==> config.mk <==
export PLATFORM = sky130hd
export DESIGN_NAME = exe_operand_stage_flat
export DESIGN_NICKNAME = d
export VERILOG_FILES = /design/src/rtl/exe_operand_stage_if.sv /design/src/rtl/exe_operand_stage.sv /design/src/flat_wrapper.sv
export SDC_FILE = /design/constraint.sdc
export NUM_CORES = 1
export LEC_CHECK = 0
export CORE_UTILIZATION = 32
export DETAILED_ROUTE_END_ITERATION = 10
export DONT_BUFFER_PORTS = 1
export SYNTH_ARGS = -nofsm -noshare
export SYNTH_HDL_FRONTEND = slang
export SYNTH_SLANG_ARGS = --single-unit
==> constraint.sdc <==
create_clock -name clk -period 6.6 [get_ports clk]
set_input_delay 1.65 -clock clk [delete_from_list [all_inputs] [get_ports clk]]
set_output_delay 1.65 -clock clk [all_outputs]
set_load 0.005 [all_outputs]
==> src/rtl/exe_operand_stage_if.sv <==
// exe_operand_stage_if: the ID/EX stage's bus bundle.
//   master : the surrounding pipeline. It drives the ID fields, the stall and
//            flush controls and the MEM/WB forwarding buses. It receives the
//            EX-stage outputs.
//   slave  : exe_operand_stage itself.
interface exe_operand_stage_if;
  // ID-stage instruction fields
  logic        id_valid;
  logic [4:0]  id_rs_addr;
  logic [4:0]  id_rt_addr;
  logic [31:0] id_rs_data;
  logic [31:0] id_rt_data;
  logic [15:0] id_imm;
  logic        id_imm_sext;
  logic [4:0]  id_shamt;
  logic [1:0]  id_a_src;
  logic        id_b_src;
  logic [3:0]  id_alu_oper;
  logic        id_alu_sign;
  logic        id_wb_en;
  logic [4:0]  id_wb_addr;
  logic        id_mem_ren;
  logic        id_mem_wen;
  // pipeline control
  logic        stall_in;
  logic        flush;
  // MEM-stage producer
  logic        mem_wb_en;
  logic [4:0]  mem_wb_addr;
  logic        mem_is_load;
  logic [31:0] mem_result;
  // WB-stage producer
  logic        wb_en;
  logic [4:0]  wb_addr;
  logic [31:0] wb_data;
  // EX-stage outputs
  logic        exe_valid;
  logic [31:0] alu_a;
  logic [31:0] alu_b;
  logic [3:0]  alu_oper;
  logic        alu_sign;
  logic [31:0] exe_store_data;
  logic        exe_wb_en;
  logic [4:0]  exe_wb_addr;
  logic        exe_mem_ren;
  logic        exe_mem_wen;
  logic        load_use_stall;

  modport master (
    output id_valid, id_rs_addr, id_rt_addr, id_rs_data, id_rt_data, id_imm,
           id_imm_sext, id_shamt, id_a_src, id_b_src, id_alu_oper, id_alu_sign,
           id_wb_en, id_wb_addr, id_mem_ren, id_mem_wen, stall_in, flush,
           mem_wb_en, mem_wb_addr, mem_is_load, mem_result, wb_en, wb_addr, wb_data,
    input  exe_valid, alu_a, alu_b, alu_oper, alu_sign, exe_store_data,
           exe_wb_en, exe_wb_addr, exe_mem_ren, exe_mem_wen, load_use_stall
  );

  modport slave (
    input  id_valid, id_rs_addr, id_rt_addr, id_rs_data, id_rt_data, id_imm,
           id_imm_sext, id_shamt, id_a_src, id_b_src, id_alu_oper, id_alu_sign,
           id_wb_en, id_wb_addr, id_mem_ren, id_mem_wen, stall_in, flush,
           mem_wb_en, mem_wb_addr, mem_is_load, mem_result, wb_en, wb_addr, wb_data,
    output exe_valid, alu_a, alu_b, alu_oper, alu_sign, exe_store_data,
           exe_wb_en, exe_wb_addr, exe_mem_ren, exe_mem_wen, load_use_stall
  );
endinterface

==> src/rtl/exe_operand_stage.sv <==
// exe_operand_stage: ID/EX pipeline register in front of the ALU.
// It registers the decoded fields and forwards rs/rt from MEM (non-load)
// or WB, with MEM taking priority. It builds the ALU a/b operands and detects
// load-use hazards, for which it inserts a bubble.
// Ports:
//   clk   - rising-edge clock
//   rst_n - asynchronous active-low reset
//   bus   - slave side of exe_operand_stage_if. It carries the ID fields,
//           stall_in/flush, the MEM/WB forwarding buses and all EX outputs.
module exe_operand_stage (
  input  logic                 clk,
  input  logic                 rst_n,
  exe_operand_stage_if.slave   bus
);

  typedef enum logic [1:0] {
    A_RS    = 2'b00,
    A_SHAMT = 2'b01,
    A_RS_LO = 2'b10,
    A_ZERO  = 2'b11
  } a_src_e;

  logic        valid_q;
  logic [4:0]  rs_addr_q;
  logic [4:0]  rt_addr_q;
  logic [31:0] rs_data_q;
  logic [31:0] rt_data_q;
  logic [31:0] imm_ext_q;
  logic [4:0]  shamt_q;
  a_src_e      a_src_q;
  logic        b_src_q;
  logic [3:0]  oper_q;
  logic        sign_q;
  logic        wb_en_q;
  logic [4:0]  wb_addr_q;
  logic        mem_ren_q;
  logic        mem_wen_q;

  logic [31:0] fwd_rs;
  logic [31:0] fwd_rt;
  logic        rs_used;
  logic        rt_used;
  logic        lu_stall;

  // r0 is never forwarded. MEM results of loads are not ready yet, so they
  // are skipped here and the load-use bubble covers that case.
  function automatic logic [31:0] forward(
    input logic [4:0]  addr,
    input logic [31:0] held,
    input logic        m_en,
    input logic        m_load,
    input logic [4:0]  m_addr,
    input logic [31:0] m_data,
    input logic        w_en,
    input logic [4:0]  w_addr,
    input logic [31:0] w_data
  );
    logic [31:0] v;
    v = held;
    if (addr != '0) begin
      if (m_en && !m_load && (m_addr == addr))
        v = m_data;
      else if (w_en && (w_addr == addr))
        v = w_data;
    end
    return v;
  endfunction

  always_comb begin
    fwd_rs = forward(rs_addr_q, rs_data_q, bus.mem_wb_en, bus.mem_is_load,
                     bus.mem_wb_addr, bus.mem_result, bus.wb_en, bus.wb_addr,
                     bus.wb_data);
    fwd_rt = forward(rt_addr_q, rt_data_q, bus.mem_wb_en, bus.mem_is_load,
                     bus.mem_wb_addr, bus.mem_result, bus.wb_en, bus.wb_addr,
                     bus.wb_data);
  end

  always_comb begin
    rs_used  = (bus.id_a_src == A_RS) || (bus.id_a_src == A_RS_LO);
    rt_used  = !bus.id_b_src || bus.id_mem_wen;
    lu_stall = valid_q && mem_ren_q && wb_en_q && (wb_addr_q != '0) &&
               bus.id_valid &&
               ((rs_used && (bus.id_rs_addr == wb_addr_q)) ||
                (rt_used && (bus.id_rt_addr == wb_addr_q)));
  end

  always_ff @(posedge clk or negedge rst_n) begin
    if (!rst_n) begin
      valid_q   <= 1'b0;
      rs_addr_q <= '0;
      rt_addr_q <= '0;
      rs_data_q <= '0;
      rt_data_q <= '0;
      imm_ext_q <= '0;
      shamt_q   <= '0;
      a_src_q   <= A_RS;
      b_src_q   <= 1'b0;
      oper_q    <= '0;
      sign_q    <= 1'b0;
      wb_en_q   <= 1'b0;
      wb_addr_q <= '0;
      mem_ren_q <= 1'b0;
      mem_wen_q <= 1'b0;
    end else if (bus.flush) begin
      valid_q <= 1'b0;
    end else if (bus.stall_in) begin
      // Refresh the operand data so that a producer retiring from WB during
      // the stall is kept after it leaves the forwarding bus.
      rs_data_q <= fwd_rs;
      rt_data_q <= fwd_rt;
    end else if (lu_stall) begin
      valid_q <= 1'b0;
    end else begin
      valid_q   <= bus.id_valid;
      rs_addr_q <= bus.id_rs_addr;
      rt_addr_q <= bus.id_rt_addr;
      rs_data_q <= bus.id_rs_data;
      rt_data_q <= bus.id_rt_data;
      imm_ext_q <= bus.id_imm_sext ? {{16{bus.id_imm[15]}}, bus.id_imm}
                                   : {16'b0, bus.id_imm};
      shamt_q   <= bus.id_shamt;
      a_src_q   <= a_src_e'(bus.id_a_src);
      b_src_q   <= bus.id_b_src;
      oper_q    <= bus.id_alu_oper;
      sign_q    <= bus.id_alu_sign;
      wb_en_q   <= bus.id_wb_en;
      wb_addr_q <= bus.id_wb_addr;
      mem_ren_q <= bus.id_mem_ren;
      mem_wen_q <= bus.id_mem_wen;
    end
  end

  always_comb begin
    unique case (a_src_q)
      A_RS:    bus.alu_a = fwd_rs;
      A_SHAMT: bus.alu_a = {27'b0, shamt_q};
      A_RS_LO: bus.alu_a = {27'b0, fwd_rs[4:0]};
      default: bus.alu_a = '0;
    endcase
    bus.alu_b          = b_src_q ? imm_ext_q : fwd_rt;
    bus.exe_store_data = fwd_rt;
    bus.alu_oper       = oper_q;
    bus.alu_sign       = sign_q;
    bus.exe_valid      = valid_q;
    bus.exe_wb_en      = valid_q && wb_en_q;
    bus.exe_wb_addr    = wb_addr_q;
    bus.exe_mem_ren    = valid_q && mem_ren_q;
    bus.exe_mem_wen    = valid_q && mem_wen_q;
    bus.load_use_stall = lu_stall;
  end

endmodule

==> src/flat_wrapper.sv <==
// flat-port wrapper written by rule: the top's interface ports become plain ports
module exe_operand_stage_flat 
  (clk, rst_n, bus_id_valid, bus_id_rs_addr, bus_id_rt_addr, bus_id_rs_data, bus_id_rt_data, bus_id_imm, bus_id_imm_sext, bus_id_shamt, bus_id_a_src, bus_id_b_src, bus_id_alu_oper, bus_id_alu_sign, bus_id_wb_en, bus_id_wb_addr, bus_id_mem_ren, bus_id_mem_wen, bus_stall_in, bus_flush, bus_mem_wb_en, bus_mem_wb_addr, bus_mem_is_load, bus_mem_result, bus_wb_en, bus_wb_addr, bus_wb_data, bus_exe_valid, bus_alu_a, bus_alu_b, bus_alu_oper, bus_alu_sign, bus_exe_store_data, bus_exe_wb_en, bus_exe_wb_addr, bus_exe_mem_ren, bus_exe_mem_wen, bus_load_use_stall);
  exe_operand_stage_if bus_i ();
  input  logic clk;
  input  logic rst_n;
  input wire logic [$bits(bus_i.id_valid)-1:0] bus_id_valid;
  input wire logic [$bits(bus_i.id_rs_addr)-1:0] bus_id_rs_addr;
  input wire logic [$bits(bus_i.id_rt_addr)-1:0] bus_id_rt_addr;
  input wire logic [$bits(bus_i.id_rs_data)-1:0] bus_id_rs_data;
  input wire logic [$bits(bus_i.id_rt_data)-1:0] bus_id_rt_data;
  input wire logic [$bits(bus_i.id_imm)-1:0] bus_id_imm;
  input wire logic [$bits(bus_i.id_imm_sext)-1:0] bus_id_imm_sext;
  input wire logic [$bits(bus_i.id_shamt)-1:0] bus_id_shamt;
  input wire logic [$bits(bus_i.id_a_src)-1:0] bus_id_a_src;
  input wire logic [$bits(bus_i.id_b_src)-1:0] bus_id_b_src;
  input wire logic [$bits(bus_i.id_alu_oper)-1:0] bus_id_alu_oper;
  input wire logic [$bits(bus_i.id_alu_sign)-1:0] bus_id_alu_sign;
  input wire logic [$bits(bus_i.id_wb_en)-1:0] bus_id_wb_en;
  input wire logic [$bits(bus_i.id_wb_addr)-1:0] bus_id_wb_addr;
  input wire logic [$bits(bus_i.id_mem_ren)-1:0] bus_id_mem_ren;
  input wire logic [$bits(bus_i.id_mem_wen)-1:0] bus_id_mem_wen;
  input wire logic [$bits(bus_i.stall_in)-1:0] bus_stall_in;
  input wire logic [$bits(bus_i.flush)-1:0] bus_flush;
  input wire logic [$bits(bus_i.mem_wb_en)-1:0] bus_mem_wb_en;
  input wire logic [$bits(bus_i.mem_wb_addr)-1:0] bus_mem_wb_addr;
  input wire logic [$bits(bus_i.mem_is_load)-1:0] bus_mem_is_load;
  input wire logic [$bits(bus_i.mem_result)-1:0] bus_mem_result;
  input wire logic [$bits(bus_i.wb_en)-1:0] bus_wb_en;
  input wire logic [$bits(bus_i.wb_addr)-1:0] bus_wb_addr;
  input wire logic [$bits(bus_i.wb_data)-1:0] bus_wb_data;
  output wire logic [$bits(bus_i.exe_valid)-1:0] bus_exe_valid;
  output wire logic [$bits(bus_i.alu_a)-1:0] bus_alu_a;
  output wire logic [$bits(bus_i.alu_b)-1:0] bus_alu_b;
  output wire logic [$bits(bus_i.alu_oper)-1:0] bus_alu_oper;
  output wire logic [$bits(bus_i.alu_sign)-1:0] bus_alu_sign;
  output wire logic [$bits(bus_i.exe_store_data)-1:0] bus_exe_store_data;
  output wire logic [$bits(bus_i.exe_wb_en)-1:0] bus_exe_wb_en;
  output wire logic [$bits(bus_i.exe_wb_addr)-1:0] bus_exe_wb_addr;
  output wire logic [$bits(bus_i.exe_mem_ren)-1:0] bus_exe_mem_ren;
  output wire logic [$bits(bus_i.exe_mem_wen)-1:0] bus_exe_mem_wen;
  output wire logic [$bits(bus_i.load_use_stall)-1:0] bus_load_use_stall;
  assign bus_i.id_valid = bus_id_valid;
  assign bus_i.id_rs_addr = bus_id_rs_addr;
  assign bus_i.id_rt_addr = bus_id_rt_addr;
  assign bus_i.id_rs_data = bus_id_rs_data;
  assign bus_i.id_rt_data = bus_id_rt_data;
  assign bus_i.id_imm = bus_id_imm;
  assign bus_i.id_imm_sext = bus_id_imm_sext;
  assign bus_i.id_shamt = bus_id_shamt;
  assign bus_i.id_a_src = bus_id_a_src;
  assign bus_i.id_b_src = bus_id_b_src;
  assign bus_i.id_alu_oper = bus_id_alu_oper;
  assign bus_i.id_alu_sign = bus_id_alu_sign;
  assign bus_i.id_wb_en = bus_id_wb_en;
  assign bus_i.id_wb_addr = bus_id_wb_addr;
  assign bus_i.id_mem_ren = bus_id_mem_ren;
  assign bus_i.id_mem_wen = bus_id_mem_wen;
  assign bus_i.stall_in = bus_stall_in;
  assign bus_i.flush = bus_flush;
  assign bus_i.mem_wb_en = bus_mem_wb_en;
  assign bus_i.mem_wb_addr = bus_mem_wb_addr;
  assign bus_i.mem_is_load = bus_mem_is_load;
  assign bus_i.mem_result = bus_mem_result;
  assign bus_i.wb_en = bus_wb_en;
  assign bus_i.wb_addr = bus_wb_addr;
  assign bus_i.wb_data = bus_wb_data;
  assign bus_exe_valid = bus_i.exe_valid;
  assign bus_alu_a = bus_i.alu_a;
  assign bus_alu_b = bus_i.alu_b;
  assign bus_alu_oper = bus_i.alu_oper;
  assign bus_alu_sign = bus_i.alu_sign;
  assign bus_exe_store_data = bus_i.exe_store_data;
  assign bus_exe_wb_en = bus_i.exe_wb_en;
  assign bus_exe_wb_addr = bus_i.exe_wb_addr;
  assign bus_exe_mem_ren = bus_i.exe_mem_ren;
  assign bus_exe_mem_wen = bus_i.exe_mem_wen;
  assign bus_load_use_stall = bus_i.load_use_stall;
  exe_operand_stage u_core (.clk(clk), .rst_n(rst_n), .bus(bus_i));
endmodule
# Word-level counts from Yosys, hierarchy flattened
# Cells that the tools add are included.
[op_classes]
n_eq_ne = 11
n_mux = 16
bitwise_logic = 3
reduce_logical = 26
[ops]
columns = ["operator", "count"]
rows = [
  ["32-bit 2-to-1 mux", 12],
  ["32-bit case mux with 3 select lines", 1],
  ["5-bit == test", 6],
  ["5-bit nonzero test", 3],
  ["1-bit logical AND", 14],
  ["2-bit == test, second input constant", 2],
  ["2-bit zero test", 2],
  ["1-bit logical OR", 3],
  ["1-bit 2-to-1 mux", 3],
  ["1-bit inverter", 3],
  ["3-bit AND reduction", 1],
  ["2-bit by 1-bit == test with 1-bit output, second input constant", 1],
  ["1-bit zero test", 2],
  ["2-bit by 1-bit != test with 1-bit output, second input constant", 1],
  ["2-bit != test, second input constant", 1],
  ["2-bit AND reduction", 1],
]
[word_totals]
register_bits = 128
out_inout_bits = 111
wordCells = 71

# Longest topological paths before layout
[depth]
word_depth = 8
ltp_mapped = 8

# Worst setup path before layout
# No wires, ideal clock.
[synth_path]
kind = "input port to output port"
start = "input bus_mem_wb_addr[0]"
end = "output bus_alu_b[0]"
arrival_time_ns = 3.223
required_ns = 4.950
setup_slack_ns = 1.727
path_stages = 7
n_path_buf = 1
cell_sequence = "xnor2_1 > nand4_1 > o211ai_1 > clkbuf_1 > o22ai_1 > or2_2 > mux2_2"
[synth_via]
elab_chain_len = 5
[synth_rtl]
columns = ["element", "line_no", "text"]
rows = [
  ["start, declared", "flat_wrapper.sv:26", "input wire logic [$bits(bus_i.mem_wb_addr)-1:0] bus_mem_wb_addr;"],
  ["5-bit == test", "exe_operand_stage.sv:61", "if (m_en && !m_load && (m_addr == addr))"],
  ["1-bit logical AND", "exe_operand_stage.sv:61", ""],
  ["32-bit 2-to-1 mux", "exe_operand_stage.sv:61", ""],
  ["32-bit 2-to-1 mux", "exe_operand_stage.sv:60", "if (addr != '0) begin"],
  ["net bus_exe_store_data[0]", "flat_wrapper.sv:37", "output wire logic [$bits(bus_i.exe_store_data)-1:0] bus_exe_store_data;"],
  ["32-bit 2-to-1 mux", "exe_operand_stage.sv:140", "bus.alu_b = b_src_q ? imm_ext_q : fwd_rt;"],
  ["end, declared", "flat_wrapper.sv:34", "output wire logic [$bits(bus_i.alu_b)-1:0] bus_alu_b;"],
]
# The timed path passes the listed nets, and every way through them passes these cells.

# Worst setup path in the final report
[layout_path]
start = "input bus_wb_addr[2]"
end = "output bus_alu_b[28]"
[layout_via]
elab_chain_len = 6
[layout_rtl]
columns = ["element", "line_no", "text"]
rows = [
  ["start, declared", "flat_wrapper.sv:30", "input wire logic [$bits(bus_i.wb_addr)-1:0] bus_wb_addr;"],
  ["5-bit == test", "exe_operand_stage.sv:63", "else if (w_en && (w_addr == addr))"],
  ["1-bit logical AND", "exe_operand_stage.sv:63", ""],
  ["32-bit 2-to-1 mux", "exe_operand_stage.sv:63", ""],
  ["32-bit 2-to-1 mux", "exe_operand_stage.sv:61", ""],
  ["32-bit 2-to-1 mux", "exe_operand_stage.sv:60", ""],
  ["32-bit 2-to-1 mux", "exe_operand_stage.sv:140", ""],
]
# No other way between the ends.

==> metrics.cfg <==
[outcome]
status = complete, no violations

[placement]
place_area_sq_um = 7730
hpwlAfterDp_microns = 21100
dp_cells = 1153
gp_congestion = 0.845
io_buffers = 0

[synth]
synth_area_sq_um = 7560
yosysTopAreaCell = dfrtp_1
netlist_top_cells_area = dfrtp_1, o22ai_1, nand2_1, mux2_2, a21oi_1
ys_ff_latch = 113
ys_warn_count = 0
synth_cell_types = 50
synth_top_area_share_pct = 37.4
netlist_instances = 902
syn_nets = 1096
synth_flop_cell = dfrtp_1
yosysSeqAreaShare_pct = 37.4
synth_edf_count = 0
synthArstFlopShare_pct = 100
avgSynthCellArea_sq_um = 8.38

[global_routing]
antenna_found_initial = 1
grt_overflow = 0
grt_max_degree = 114
grtUsageTotal_pct = 24.7
grt_pass1_wl_microns = 44300
grt_pass1_vias = 7085

[drt]
via_count = 7373
wl_microns = 30300
wl_per_cell_microns = 25.6
ant_nets = 0
vias_per_cell = 6.22
first_pass_iters = 5
remaining_drc_errors = 0
drt_iter0_markers = 709

[final_layout]
area_growth_syn_to_layout_pct = 9.65
fillers = 2398
final_area_sq_um = 8290
multi_input_area_sq_um = 4230
instances_no_fill = 1186
nets = 1053
drive_above_1_share_pct = 12.2
regArea_sq_um = 2830

[worst_setup_path]
path_delay_family = simple AND/OR/NAND/NOR gates
cp_slowest_cell = and2_1
worst-path-buf-inv = 1
worstPathArrival_ns = 4.14
criticalPathCategory = in -> out
r2r-start = u_core.bus.exe_wb_addr[0]
cp_max_fo = 13
r2r_cells = 6
r2r-end = u_core.rs_data_q[31]
critPathMaxStageDelay_ns = 0.69
endpoint_kind = primary output
regToRegSetupSlack_ns = 3.31
path_cells = xor2_1 -> nor4_1 -> a2bb2o_1 -> and2_1 -> buf_4 -> o22ai_1 -> o21ai_0
start_kind = primary input
critPathRequiredTime_ns = 4.95

[clocking]
cts.sinks = 113
cts_max_path_buffers = 2
htreeDepth = 4
cts_buffers = 17
post_cts_buffers = 0
clk_latency_ns = 0.42
cts_root_buf = clkbuf_16
cts_resized = 0
cts_tree = yes
path_clk_slew_ns = 0.06
cts_hold_buf = 0

[run]
drv_cap = 0

[hold_path]
holdCritPathClass = reg -> reg
worst_hold_path.endpoint = u_core.imm_ext_q[30]
hold_depth = 2
worstHoldStart = u_core.imm_ext_q[30]

[floorplanning]
start_util_pct = 33.0
die_area_sq_um = 24200
coreArea_sq_um = 22900
ios = 305
die_w_microns = 156
chipHeight_microns = 156
row_count = 55

[power_and_ir_drop]
clkPwrFrac_pct = 39.2
comb_power_share_pct = 21.3
p_switching_w = 0.000772
p_leak_nw = 3.35
p_sw_share_pct = 34.2
power_density_nw_per_um2 = 272
p_seq_share_pct = 39.5
power.internal_w = 0.00148
irDropWorstVdd_uv = 160

[timing]
max_freq_ghz = 0.173
worstMarginPinSlew_ns = 1.12
period_minus_slack_ns = 5.79
rsz0062_at_grt = false
finalCritPeriodShare_pct = 87.7
drv_slew = 0
hold_viol = 0
slew_headroom_pct = 25.5
finalSetupViolCount = 0
fin_skew_ns = 0.0165
finalSetupTns_ns = 0

[metrics by stage]
step           util [%]  setup slack (ns)  power, W  hold WS [ns]
5_1_grt            36.2             0.605   0.00236         0.508
2_1_floorplan         -              1.73   0.00125         0.439
6_report           36.2             0.814   0.00226         0.465
3_5_place_dp       33.7             0.875   0.00138         0.457
3_3_place_gp       33.7             0.908   0.00136         0.449
4_1_cts            36.1             0.867   0.00226         0.471
[routing by layer]
layer,vias up,wire [microns],global-route usage (%)
met5,-,0,0
met4,0,865,10.3
met3,64,3120,8.00
met2,440,14000,38.6
met1,3615,12300,31.4
li1,3254,-,-
[synth_stat cells, types with 3 or more instances]
cell         n
clkbuf_1    53
a31oi_1     28
o2111ai_1   26
and3_1      27
a211oi_1    10
dfrtp_1    113
or2_2        5
mux2i_1      4
mux2_1       6
o22a_1      32
inv_1       47
nand3_1      4
a221o_1      3
buf_6        5
a2bb2oi_1    4
mux2_2      43
a22oi_1      4
o22ai_1     87
nor2b_1      6
buf_1        3
a21oi_1     56
nand4_1      5
nand2_1    133
and2_1       8
buf_2       13
xnor2_1     23
o311ai_0    15
xor2_1       7
o211ai_1     6
o21ai_0     47
nor2_1      52
[worst max-delay path by stage]
stage,startpoint,to,cells past startpoint
after floorplan,bus_mem_wb_addr[0],bus_alu_b[0],7
after CTS,bus_wb_addr[2],bus_alu_b[28],7
after global routing,bus_wb_addr[2],bus_alu_b[2],7
after detailed placement,bus_wb_addr[2],bus_alu_b[28],7
final,bus_wb_addr[2],bus_alu_b[28],7
after global placement,bus_wb_addr[2],bus_alu_b[28],7
[area by class of cell]
class,instances,share of cell area [%]
timing repair buffer,14,1.27
clock inverter,14,1.46
multi-input combinational,666,51.1
tap,313,4.73
antenna,1,0.0302
sequential,113,34.1
inverter,47,2.13
clock buffer,18,5.18
[state kept, by name (all words and copies together), names as in the netlist]
signal	flops
u_core.a_src_q	2
u_core.b_src_q	1
u_core.bus.alu_oper	4
u_core.bus.alu_sign	1
u_core.bus.exe_valid	1
u_core.bus.exe_wb_addr	5
u_core.imm_ext_q	17
u_core.mem_ren_q	1
u_core.mem_wen_q	1
u_core.rs_addr_q	5
u_core.rs_data_q	32
u_core.rt_addr_q	5
u_core.rt_data_q	32
u_core.shamt_q	5
u_core.wb_en_q	1
[power groups by stage]
stage | combinational (W) | sequential, W | clock (W)
2_1_floorplan | 0.000387 | 0.000866 | 0
3_3_place_gp | 0.000470 | 0.000895 | 0
3_5_place_dp | 0.000480 | 0.000899 | 0
4_1_cts | 0.000481 | 0.000887 | 0.000896
5_1_grt | 0.000534 | 0.000904 | 0.000927
6_report | 0.000482 | 0.000890 | 0.000884
[tightest hold or removal path, stage by stage (launching register included)]
cell     delay (ns)
dfrtp_1        0.34
nand2_1        0.05
nand2_1        0.05
[cells in the final DEF, fill, tap and decap left out, types with 5 or more instances in the layout]
cell type  synthesis  routed
nand2_1          133     132
dfrtp_1          113     112
o22ai_1           87      87
a21oi_1           56      56
nor2_1            52      49
inv_1             47      47
o21ai_0           47      47
mux2_2            43      43
o22a_1            32      32
and3_1            27      27
a31oi_1           28      27
o2111ai_1         26      26
xnor2_1           23      23
clkbuf_16          0      17
o311ai_0          15      15
buf_4              2      14
a211oi_1          10      10
and2_1             8       8
xor2_1             7       7
nor2b_1            6       6
o211ai_1           6       6
mux2_1             6       6
inv_6              0       6
or2_2              5       5
nand4_1            5       5
[logic make-up (layout without fill, tap and decap cells)]
group | count (synthesis) | count (layout) | share of synthesized area [%]
compound gates | 335 | 335 | 30.0
xor+xnor | 30 | 30 | 3.48
flops | 113 | 113 | 37.4
simple gates | 248 | 248 | 14.4
buf+inv | 123 | 93 | 6.92
other cells | 0 | 1 | 0
mux | 53 | 53 | 7.83
No activity file was read; power rests on OpenSTA's default activity.
